[src/rtl/mem_port_arbiter.sv]
// Shares one external audio memory port between NREQ engines: a fixed high-priority
// requester, round-robin among the rest, one outstanding access, watchdog abort.
module mem_port_arbiter #(
  parameter int NREQ    = 4,
  parameter int ADDR_W  = 23,
  parameter int DATA_W  = 16,
  parameter int HIPRI   = 0,
  parameter int TIMEOUT = 1023
) (
  input  logic                     i_clk,
  input  logic                     i_rst,
  input  logic                     freeze,
  input  logic [NREQ-1:0]          req,
  input  logic [NREQ-1:0]          req_we,
  input  logic [NREQ*ADDR_W-1:0]   req_addr,
  input  logic [NREQ*DATA_W-1:0]   req_wdata,
  output logic [NREQ-1:0]          gnt,
  output logic [NREQ-1:0]          done,
  output logic                     err,
  output logic [DATA_W-1:0]        rdata,
  output logic                     mem_req,
  output logic                     mem_we,
  output logic [ADDR_W-1:0]        mem_addr,
  output logic [DATA_W-1:0]        mem_wdata,
  input  logic [DATA_W-1:0]        mem_rdata,
  input  logic                     mem_ack
);

  localparam int IDX_W = (NREQ > 1) ? $clog2(NREQ) : 1;
  localparam int CNT_W = $clog2(TIMEOUT + 1);

  typedef enum logic {IDLE, BUSY} state_t;

  state_t             state, state_d;
  logic [IDX_W-1:0]   win, last, pick;
  logic [CNT_W-1:0]   cnt;
  logic               grant_en, finish_en, abort_en;

  logic [ADDR_W-1:0]  addr_arr  [NREQ];
  logic [DATA_W-1:0]  wdata_arr [NREQ];

  for (genvar g = 0; g < NREQ; g++) begin : g_unpack
    assign addr_arr[g]  = req_addr[g*ADDR_W +: ADDR_W];
    assign wdata_arr[g] = req_wdata[g*DATA_W +: DATA_W];
  end

  // Winner: HIPRI outright, otherwise the first requester after the last winner.
  always_comb begin
    int idx;
    logic found;
    // NOTE: every always_comb output gets a default first so no path infers a latch.
    pick  = IDX_W'(HIPRI);
    found = 1'b0;
    idx   = 0;
    if (!req[HIPRI]) begin
      for (int k = 1; k <= NREQ; k++) begin
        idx = int'(last) + k;
        if (idx >= NREQ) idx = idx - NREQ;
        if (!found && req[idx[IDX_W-1:0]]) begin
          pick  = idx[IDX_W-1:0];
          found = 1'b1;
        end
      end
    end
  end

  always_comb begin
    state_d   = state;
    grant_en  = 1'b0;
    finish_en = 1'b0;
    abort_en  = 1'b0;
    case (state)
      IDLE: begin
        if (!freeze && |req) begin
          grant_en = 1'b1;
          state_d  = BUSY;
        end
      end
      BUSY: begin
        // An ack in the final watchdog cycle still completes normally.
        if (mem_ack) begin
          finish_en = 1'b1;
          state_d   = IDLE;
        end else if (cnt == CNT_W'(TIMEOUT - 1)) begin
          abort_en = 1'b1;
          state_d  = IDLE;
        end
      end
      default: state_d = IDLE;
    endcase
  end

  // NOTE: sequential state uses non-blocking assignments so all registers update together.
  always_ff @(posedge i_clk or posedge i_rst) begin
    if (i_rst) state <= IDLE;
    else       state <= state_d;
  end

  always_ff @(posedge i_clk or posedge i_rst) begin
    if (i_rst) begin
      win       <= '0;
      last      <= IDX_W'(NREQ - 1);
      cnt       <= '0;
      gnt       <= '0;
      done      <= '0;
      err       <= 1'b0;
      rdata     <= '0;
      mem_req   <= 1'b0;
      mem_we    <= 1'b0;
      mem_addr  <= '0;
      mem_wdata <= '0;
    end else begin
      gnt  <= '0;
      done <= '0;
      err  <= 1'b0;
      if (grant_en) begin
        win       <= pick;
        last      <= pick;
        gnt       <= NREQ'(1) << pick;
        cnt       <= '0;
        mem_req   <= 1'b1;
        mem_we    <= req_we[pick];
        mem_addr  <= addr_arr[pick];
        mem_wdata <= wdata_arr[pick];
      end
      if (state == BUSY) begin
        if (finish_en || abort_en) begin
          mem_req <= 1'b0;
          done    <= NREQ'(1) << win;
          err     <= abort_en;
          cnt     <= '0;
          if (finish_en && !mem_we) rdata <= mem_rdata;
        end else begin
          cnt <= cnt + 1'b1;
        end
      end
    end
  end

endmodule

[config.mk]
export PLATFORM = sky130hd
export DESIGN_NAME = mem_port_arbiter
export DESIGN_NICKNAME = d
export VERILOG_FILES = /design/src/rtl/mem_port_arbiter.sv
export SDC_FILE = /design/constraint.sdc
export NUM_CORES = 1
export LEC_CHECK = 0
export ABC_AREA = 1
export BUFFER_PORTS_ARGS = -buffer_cell sky130_fd_sc_hd__buf_2
export CAP_MARGIN = 25
export CORE_MARGIN = 3
export CORE_UTILIZATION = 42
export DETAILED_ROUTE_END_ITERATION = 6
export HOLD_SLACK_MARGIN = 0.02
export PLACE_DENSITY = 0.87
export SKIP_CTS_REPAIR_TIMING = 1
export SYNTH_ARGS = -nofsm -noshare
export SYNTH_HDL_FRONTEND = slang
export SYNTH_SLANG_ARGS = --single-unit
[constraint.sdc]
create_clock -name i_clk -period 1.9 [get_ports i_clk]
set_input_delay 0 -clock i_clk [delete_from_list [all_inputs] [get_ports i_clk]]
set_output_delay 0 -clock i_clk [all_outputs]
set_load 0.03 [all_outputs]
==> flow_metrics.env, run 1 <==
export IMPL_outcome="complete, but fails checks"
export IMPL_violations="hold timing, setup timing"
export IMPL_cts_tree="done"
export IMPL_clk_pin_slew_worst_paths_ps=60
export IMPL_yosysTopAreaCellShare_pct=39.2
export IMPL_synth_edf_count=0
export IMPL_postSynth_asyncResetShare_pct=100
export IMPL_synthTopCellsByCount="340 x nand2_1, 124 x nand3_1, 79 x dfrtp_1, 37 x nor2_1, 35 x inv_1"
export IMPL_cts_root_buf="clkbuf_16"
export IMPL_port_buffers=249
export IMPL_rsz0062_at_grt="true"
export IMPL_worst_slack_ps=-367
export IMPL_vdd_drop_max_mv=0.976
export IMPL_final_core_util_pct=66.2
export IMPL_synth_cell_area_um2=5040
export IMPL_grt_max_degree=82
export IMPL_vias=6008
export IMPL_max_freq_mhz=441
export IMPL_grt_pass1_vias=5296
export IMPL_yosysTopAreaCell="dfrtp_1"
export IMPL_overflow=0
export IMPL_design_area_um2=7660
export IMPL_synthFlopType="dfrtp_1"
export IMPL_holdPathStages=5
export IMPL_worstPathMaxFanout=9
export IMPL_place_congestion=0.852
export IMPL_fillers=966
export IMPL_final_setup_skew_ps=4.59
export IMPL_nNetsFinal=1213
export IMPL_pre_cts_ws_ps=-362
export IMPL_fp_dieH_um=116
export IMPL_synthCells=740
export IMPL_clk_path_buf_depth=2
export IMPL_multiInputGateArea_um2=2820
export IMPL_grt_pass1_wl_mm=24.9
export IMPL_die_w_um=116
export IMPL_drive_above_1_share_pct=38.2
export IMPL_htreeDepth=3
export IMPL_fin_tns_setup_ps=-13870
export IMPL_whs_ps=-23.8
export IMPL_p_per_area_nw_per_um2=1740
export IMPL_drv_slew=0
export IMPL_antenna_left=0
export IMPL_grt_usage_pct=23.8
export IMPL_antenna_found_initial=1
export IMPL_critical_path_startpoint_type="flop"
export IMPL_io_pins=250
export IMPL_syn_num_nets=926
export IMPL_avgRoutedWirePerCell_um=15.9
export IMPL_cts_buffers_inserted=9
export IMPL_required_ps=2140
export IMPL_worst_pin_slew_ps=428
export IMPL_seqCellArea_um2=2030
export IMPL_hold_class="in -> reg"
export IMPL_die_area_um2=13400
export IMPL_yosysSeqAreaShare_pct=40.2
export IMPL_placed_area_um2=6580
export IMPL_clk_latency_ps=340
export IMPL_finalSetupViolations=48
export IMPL_period_needed_ps=2270
export IMPL_drt_initial_drc_count=436
export IMPL_power_leakage_nw=4.32
export IMPL_clock_sinks=81
export IMPL_cp_arrival_ps=2500
export IMPL_first_pass_iters=5
export IMPL_synth_distinct_cells=33
export IMPL_cap_violations=0
export IMPL_wl_mm=18.7
export IMPL_area_growth_pct=51.9
export IMPL_ys_warnings_count=0
export IMPL_power_total_mw=13.3
export IMPL_post_dp_hpwl_mm=12.5
export IMPL_synth_seq_cells=81
export IMPL_crit_type="reg -> reg"
export IMPL_core_area_um2=11600
export IMPL_hold_viol_final=5
export IMPL_vias_per_cell=5.11
export IMPL_avgSynthCellArea_um2=6.81
export IMPL_yosysMostFrequentCell="nand2_1"
export IMPL_relSlewSlack_pct=71.5
export IMPL_synth_area_leaders="dfrtp_1 39%, nand2_1 25%, nand3_1 12%"
export IMPL_rows=39
export IMPL_worst_r2r_cell_count=17
export IMPL_ff2ff_setup_slack_ps=-370
export IMPL_drc=0
export IMPL_period_share_pct=119
export IMPL_endpoint_kind="flop"
export IMPL_start_util_pct=43.6
==> routing by layer <==
metal / share of wire (%) / global-route usage [%] / vias up
met2: 50 / 42.0 / 324
li1: - / - / 2923
met4: 3.3 / 10.6 / 0
met3: 8.8 / 5.54 / 49
met1: 38 / 27.4 / 2712
met5: 0 / 0 / -
==> where the power goes <==
part / switching, mW / internal [mW]
clock network: 0.765 / 1.03
registers: 0.386 / 2.43
logic: 5.28 / 3.42
==> logic make-up after synthesis <==
| family | count (synthesis) | share of synthesized area [%] |
|---|---|---|
| XOR/XNOR | 6 | 1.04 |
| buffers and inverters | 82 | 7.57 |
| AO/OA/AOI/OAI | 20 | 2.46 |
| multiplexers | 16 | 3.57 |
| adder cells (fa/ha/maj) | 2 | 0.496 |
| AND/OR/NAND/NOR | 533 | 44.6 |
| flip-flops | 81 | 40.2 |
==> worst max-delay path: stages, from the launching register on <==
cell and delay, ps:
dfstp_2 570, inv_4 70, nand2_1 110, nand2_2 70, nand2_2 100, nand2_4 70
nor2_4 170, nand2_1 120, nand2_2 100, nand2_4 100, buf_6 160, clkbuf_16 160
nand3_1 80, nand2_1 60, nand2_1 60, nand2_1 50, nand2_1 50, nand2_1 50
==> state kept, by name, indices dropped and copies added (netlist names) <==
signal     cells
mem_addr      23
win            2
err            1
state          1
mem_we         1
cnt           10
done           4
last           2
rdata         16
gnt            4
mem_wdata     16
mem_req        1
==> area by class of cell <==
cell class,instances,area share (%)
Timing Repair Buffer,320,28.3
Clock inverter,7,1.03
Sequential cell,81,26.5
Clock buffer,9,2.94
Antenna cell,1,0.0327
Tap cell,143,2.34
Multi-Input combinational cell,577,36.9
Inverter,38,1.99
==> worst paths after layout <==
check,start,endpoint
setup / recovery,last[0]$_DFFE_PP1P_,mem_addr[19]$_DFFE_PP0P_
hold / removal,req_addr[27],mem_addr[4]$_DFFE_PP0P_
min in group asynchronous,i_rst,rdata[14]$_DFFE_PP0P_
hold reg to reg,win[0]$_DFFE_PP0P_,done[0]$_DFF_PP0_
setup reg to reg,last[0]$_DFFE_PP1P_,mem_addr[19]$_DFFE_PP0P_
max in group asynchronous,i_rst,last[1]$_DFFE_PP1P_
==> placed cells by master (no fill, tap or decap), types with 11 or more instances in the layout <==
cell type      netlist  layout
nand3_1            124     119
buf_2               14     249
clkbuf_16            0      16
inv_1               35      32
buf_6                4      11
dlygate4sd3_1        0      21
buf_12               0      13
mux2_2              16      16
or2_2               14      14
nor2_1              37      34
nand2_2              4      16
buf_4                7      18
nand2_1            340     319
dfrtp_1             79      79
==> stage by stage <==
stage	hold WS (ps)	std cells
after CTS	-200	1132
after global placement	165	1116
after detailed placement	169	1116
after global routing	20.5	1175
after floorplan	66.4	740
final	-23.8	1176
No activity file was read; power rests on OpenSTA's default activity.
==> inputs of run 2 (changes only) <==
--- a/config.mk
+++ b/config.mk
@@ -9,10 +9,10 @@
 export BUFFER_PORTS_ARGS = -buffer_cell sky130_fd_sc_hd__buf_2
 export CAP_MARGIN = 25
 export CORE_MARGIN = 3
-export CORE_UTILIZATION = 42
+export CORE_UTILIZATION = 47
 export DETAILED_ROUTE_END_ITERATION = 6
 export HOLD_SLACK_MARGIN = 0.02
-export PLACE_DENSITY = 0.87
+export PLACE_DENSITY = 0.92
 export SKIP_CTS_REPAIR_TIMING = 1
 export SYNTH_ARGS = -nofsm -noshare
 export SYNTH_HDL_FRONTEND = slang
==> constraint.sdc (replaced) <==
create_clock -name i_clk -period 2.4 [get_ports i_clk]
set_input_delay 0 -clock i_clk [delete_from_list [all_inputs] [get_ports i_clk]]
set_output_delay 0 -clock i_clk [all_outputs]
set_load 0.03 [all_outputs]
==> run 2 against run 1 <==
The flow finishes with violations (hold timing); via count increased by 0.32%; critical endpoint is now mem_wdata[1]$_DFFE_PP0P_; maximum frequency decreased by 1.0%; non-clock buffer count shrank 22; utilization rose by 3.3 points; global-route usage up 0.55 points; setup slack improved by 480 ps.
==> flow_metrics.env, run 2 (same netlist as run 1, synthesis figures left out) <==
export IMPL_drv_slew=0
export IMPL_clk_path_buf_depth=2
export IMPL_power_leakage_nw=4.13
export IMPL_drive_above_1_share_pct=33.9
export IMPL_overflow=0
export IMPL_seqCellArea_um2=2030
export IMPL_nNetsFinal=1192
export IMPL_worstPathMaxFanout=29
export IMPL_clock_sinks=81
export IMPL_fp_dieH_um=110
export IMPL_cts_root_buf="clkbuf_8"
export IMPL_placed_area_um2=6400
export IMPL_endpoint_kind="flop"
export IMPL_period_share_pct=95.5
export IMPL_wl_mm=17.9
export IMPL_fin_tns_setup_ps=0
export IMPL_cp_slowest_cell="dfstp_2"
export IMPL_cap_violations=0
export IMPL_max_freq_mhz=437
export IMPL_final_setup_skew_ps=16.0
export IMPL_antenna_found_initial=1
export IMPL_design_area_um2=7200
export IMPL_relSlewSlack_pct=54.0
export IMPL_htreeDepth=3
export IMPL_rsz0062_at_grt="true"
export IMPL_worst_slack_ps=109
export IMPL_crit_type="reg -> reg"
export IMPL_worst_path_most_repeated_cell="nand2_1"
export IMPL_top_register="mem_addr"
export IMPL_avgRoutedWirePerCell_um=15.6
export IMPL_layout_commonest_cell="nand2_1"
export IMPL_vias_per_cell=5.25
export IMPL_core_area_um2=10400
export IMPL_cp_arrival_ps=2560
export IMPL_largest_reg_flops=23
export IMPL_ff2ff_setup_slack_ps=110
export IMPL_hold_viol_final=4
export IMPL_multiInputGateArea_um2=2690
export IMPL_p_per_area_nw_per_um2=1360
export IMPL_post_dp_hpwl_mm=11.8
export IMPL_whs_ps=-15.2
export IMPL_reg_top3="mem_addr: 23 flops, mem_wdata: 16 flops, rdata: 16 flops"
export IMPL_hold_class="in -> reg"
export IMPL_drt_initial_drc_count=507
export IMPL_drc=0
export IMPL_required_ps=2660
export IMPL_path_cells="buf_6 > nand2_1 > nand2_2 > nand2_2 > buf_4 > nand2_1 > nand2_1 > nand2_1 > inv_1 > a21oi_4 > buf_8 > nand3_1 > nand3_1 > nor2_1 > nor2_1"
export IMPL_grt_pass1_wl_mm=23.1
export IMPL_start_util_pct=48.6
export IMPL_final_cell_mix="336 x nand2_1, 249 x buf_2, 124 x nand3_1"
export IMPL_port_buffers=249
export IMPL_worst_pin_slew_ps=689
export IMPL_cts_tree="done"
export IMPL_pre_cts_ws_ps=-64.1
export IMPL_cts_buffers_inserted=9
export IMPL_io_pins=250
export IMPL_fillers=833
export IMPL_vdd_drop_max_mv=0.693
export IMPL_grt_max_degree=61
export IMPL_area_growth_pct=42.9
export IMPL_first_pass_iters=5
export IMPL_die_area_um2=12000
export IMPL_place_congestion=0.883
export IMPL_vias=6027
export IMPL_period_needed_ps=2290
export IMPL_dp_cells=1094
export IMPL_grt_pass1_vias=4939
export IMPL_grt_usage_pct=24.3
export IMPL_violations="hold timing"
export IMPL_fin_cells=1148
export IMPL_critical_path_startpoint_type="flop"
export IMPL_rows=37
export IMPL_finalSetupViolations=0
export IMPL_outcome="complete, but fails checks"
export IMPL_clk_latency_ps=350
export IMPL_die_w_um=110
export IMPL_clk_pin_slew_worst_paths_ps=90
export IMPL_max_stage_delay_ps=610
export IMPL_power_total_mw=9.77
export IMPL_antenna_left=0
==> run 2: changes by cell type in the layout (fill, tap and decap cells not counted), sizes merged <==
| cell | previous run | this run |
|---|---|---|
| nand2 | 346 | 347 |
| inv | 38 | 39 |
| clkinvlp | 4 | 0 |
| bufinv | 1 | 3 |
| buf | 292 | 267 |
| clkbuf | 16 | 17 |
| dlygate4sd3 | 21 | 24 |
==> run 2: final timing paths <==
kind	from	to	cells after the start
worst min register to register	win[0]$_DFFE_PP0P_	done[0]$_DFF_PP0_	1
worst max-delay path	last[0]$_DFFE_PP1P_	mem_wdata[1]$_DFFE_PP0P_	15
min in group asynchronous	i_rst	mem_wdata[1]$_DFFE_PP0P_	3
max in group asynchronous	i_rst	last[0]$_DFFE_PP1P_	4
worst min-delay path	req_wdata[22]	mem_wdata[6]$_DFFE_PP0P_	5
worst max register to register	last[0]$_DFFE_PP1P_	mem_wdata[1]$_DFFE_PP0P_	15
==> run 2: per-stage QoR <==
stage / utilization (%) / hold slack, ps
after floorplan: - / 66.4
after global placement: 61.7 / 110
after detailed placement: 61.7 / 118
after CTS: 64.0 / -255
after global routing: 69.5 / 21.7
final: 69.5 / -15.2
==> run 2: power by group <==
part,total (mW),switching [mW],internal (mW)
Sequential,2.25,0.328,1.92
Combinational,6.32,4.01,2.30
Clock,1.20,0.507,0.698
Total,9.77,4.85,4.92
==> run 2: worst max-delay path, delay by kind of cell (launching register included) <==
kind	cells	cell delay [ps]
AO/OA/AOI/OAI	1	220
AND/OR/NAND/NOR	10	760
flip-flops	1	610
buffers and inverters	4	610
==> run 2: cell type report <==
type	count	share of cell area, %
Inverter	38	2.03
Multi-Input combinational cell	578	37.4
Timing Repair Buffer	298	26.7
Clock inverter	6	1.56
Sequential cell	81	28.2
Tap cell	136	2.36
Antenna cell	1	0.0347
Clock buffer	10	1.77
==> run 2: layer usage <==
metal	vias to the layer above	global-route usage [%]	wire length, µm
li1	2868	-	-
met1	2761	30.5	7050
met2	355	42.1	8700
met3	43	4.35	1620
met4	0	8.46	537
met5	-	0	0
==> inputs of run 3 (changes only) <==
--- a/config.mk
+++ b/config.mk
@@ -9,10 +9,10 @@
 export BUFFER_PORTS_ARGS = -buffer_cell sky130_fd_sc_hd__buf_2
 export CAP_MARGIN = 25
 export CORE_MARGIN = 3
-export CORE_UTILIZATION = 47
+export CORE_UTILIZATION = 50
 export DETAILED_ROUTE_END_ITERATION = 6
 export HOLD_SLACK_MARGIN = 0.02
-export PLACE_DENSITY = 0.92
+export PLACE_DENSITY = 0.95
 export SKIP_CTS_REPAIR_TIMING = 1
 export SYNTH_ARGS = -nofsm -noshare
 export SYNTH_HDL_FRONTEND = slang
==> constraint.sdc (replaced) <==
create_clock -name i_clk -period 2.8 [get_ports i_clk]
set_input_delay 0 -clock i_clk [delete_from_list [all_inputs] [get_ports i_clk]]
set_output_delay 0 -clock i_clk [all_outputs]
set_load 0.03 [all_outputs]
==> run 3 against run 2 <==
The flow still finishes with violations (hold timing); combinational power down 28%; clock-buffer cell count unchanged; critical endpoint is now mem_wdata[4]$_DFFE_PP0P_; via count shrank 3.1%; global-route usage is 2.9 points higher; utilization increased by 0.23 points; first-iteration DRC count increased by 4.7%; die area fell by 5.7%.
==> flow_metrics.env, run 3 (same netlist as run 1, synthesis figures left out) <==
export IMPL_power_leakage_nw=3.95
export IMPL_hold_viol_final=2
export IMPL_clock_sinks=81
export IMPL_cp_arrival_ps=2750
export IMPL_violations="hold timing"
export IMPL_netSwitchingPower_mw=3.87
export IMPL_p_per_area_nw_per_um2=1070
export IMPL_relSlewSlack_pct=59.2
export IMPL_worst_path_most_repeated_cell="nand2_1"
export IMPL_finalSetupViolations=0
export IMPL_whs_ps=-15.1
export IMPL_period_needed_ps=2480
export IMPL_pre_cts_ws_ps=387
export IMPL_worstPathMaxFanout=14
export IMPL_cap_violations=0
export IMPL_max_freq_mhz=404
export IMPL_period_share_pct=88.5
export IMPL_io_pins=250
export IMPL_hold_class="in -> reg"
export IMPL_fp_dieH_um=106
export IMPL_drt_initial_drc_count=531
export IMPL_endpoint_kind="flop"
export IMPL_cp_slowest_cell="dfstp_2"
export IMPL_htreeDepth=3
export IMPL_clk_latency_ps=340
export IMPL_outcome="complete, but fails checks"
export IMPL_power_internal_mw=3.44
export IMPL_drv_slew=0
export IMPL_vias_per_cell=5.16
export IMPL_grt_pass1_wl_mm=24.8
export IMPL_avgRoutedWirePerCell_um=15.2
export IMPL_final_cell_mix="340 x nand2_1, 249 x buf_2, 124 x nand3_1"
export IMPL_antenna_found_initial=2
export IMPL_cts_buffers_inserted=9
export IMPL_place_congestion=0.896
export IMPL_first_pass_iters=5
export IMPL_overflow=0
export IMPL_power_total_mw=7.31
export IMPL_layout_commonest_cell="nand2_1"
export IMPL_seqPwrFrac_pct=26.7
export IMPL_wl_mm=17.2
export IMPL_dp_cells=1091
export IMPL_area_growth_pct=35.1
export IMPL_critical_path_startpoint_type="flop"
export IMPL_fin_tns_setup_ps=0
export IMPL_vias=5843
export IMPL_cts_root_buf="clkbuf_8"
export IMPL_reg_top3="mem_addr: 23 flops, mem_wdata: 16 flops, rdata: 16 flops"
export IMPL_rows=36
export IMPL_fillers=804
export IMPL_die_area_um2=11300
export IMPL_largest_reg_flops=23
export IMPL_grt_pass1_vias=5315
export IMPL_cts_tree="done"
export IMPL_final_setup_skew_ps=17.1
export IMPL_drive_above_1_share_pct=32.7
export IMPL_worst_slack_ps=323
export IMPL_port_buffers=249
export IMPL_path_cells="inv_2 > nand2_1 > nand2_1 > nand2_2 > nand2_2 > nor2_4 > nand2_1 > nand2_1 > nand2_4 > inv_1 > nand3_1 > nand3_1 > nor2_1 > nor2_1"
export IMPL_top_register="mem_addr"
export IMPL_clk_path_buf_depth=2
export IMPL_grt_max_degree=58
export IMPL_p_clk_share_pct=11.0
export IMPL_start_util_pct=51.6
export IMPL_rsz0062_at_grt="false"
export IMPL_drc=0
export IMPL_post_dp_hpwl_mm=11.9
export IMPL_grt_usage_pct=27.3
export IMPL_crit_type="reg -> reg"
export IMPL_die_w_um=106
export IMPL_core_area_um2=9770
export IMPL_nNetsFinal=1179
export IMPL_antenna_left=0
export IMPL_worst_pin_slew_ps=611
export IMPL_max_stage_delay_ps=660
export IMPL_clk_pin_slew_worst_paths_ps=90
export IMPL_power_frac_comb_pct=62.3
export IMPL_p_sw_share_pct=53.0
export IMPL_vdd_drop_max_mv=0.921
export IMPL_required_ps=3070
export IMPL_fin_cells=1133
[run 3: cell count changes in the layout (fill, tap and decap cells not counted), sizes merged, moves of 2 or more]
cell,delta
buf,-5
bufinv,-3
clkbuf,-7
clkinvlp,+2
[run 3: layer usage]
| metal | up-vias | share of wire (%) | track usage (%) |
|---|---|---|---|
| li1 | 2841 | - | - |
| met4 | 0 | 4.1 | 12.1 |
| met1 | 2610 | 37 | 32.0 |
| met3 | 47 | 9.3 | 5.65 |
| met2 | 345 | 49 | 48.0 |
| met5 | - | 0 | 0 |
[run 3: path summary, 6_finish.rpt]
check / end / slack (ps) / cells past startpoint / from
worst max-delay path: mem_wdata[4]$_DFFE_PP0P_ / 320 / 14 / last[0]$_DFFE_PP1P_
worst min-delay path: mem_addr[0]$_DFFE_PP0P_ / -20 / 5 / req_addr[23]
worst max register to register: mem_wdata[4]$_DFFE_PP0P_ / 320 / 14 / last[0]$_DFFE_PP1P_
worst min register to register: done[2]$_DFF_PP0_ / 460 / 1 / win[0]$_DFFE_PP0P_
max in group asynchronous: last[1]$_DFFE_PP1P_ / 1820 / 4 / i_rst
min in group asynchronous: rdata[0]$_DFFE_PP0P_ / 270 / 3 / i_rst
[run 3: power groups by stage]
| stage | logic [mW] | clock network [mW] | registers (mW) |
|---|---|---|---|
| floorplan | 2.49 | 0 | 2.73 |
| global placement | 4.40 | 0 | 1.91 |
| detailed placement | 4.48 | 0 | 1.94 |
| CTS | 4.49 | 0.823 | 1.92 |
| global route | 4.99 | 0.880 | 2.00 |
| finish | 4.56 | 0.801 | 1.95 |
[run 3: per-stage QoR]
| step | instance area, µm² | hold WS (ps) | util, % |
|---|---|---|---|
| floorplan | 5040 | 66.4 | - |
| global placement | 6380 | 88.9 | 65.3 |
| detailed placement | 6380 | 86.1 | 65.3 |
| CTS | 6570 | -293 | 67.2 |
| global route | 6810 | 20.0 | 69.7 |
| finish | 6810 | -15.1 | 69.7 |
[run 3: area by class of cell]
class / count / area, µm² / area share [%]
Inverter: 38 / 144 / 2.11
Timing Repair Buffer: 286 / 1630 / 24.0
Multi-Input combinational cell: 577 / 2650 / 38.8
Clock buffer: 10 / 138 / 2.02
Clock inverter: 6 / 50.0 / 0.735
Tap cell: 133 / 166 / 2.44
Antenna cell: 2 / 5.00 / 0.0735
Sequential cell: 81 / 2030 / 29.8
[run 3: worst max-delay path, delay by kind of cell (launching register included)]
| kind | cells | cell delay [ps] |
|---|---|---|
| buffers and inverters | 2 | 550 |
| and+or+nand+nor | 12 | 1180 |
| DFF | 1 | 660 |
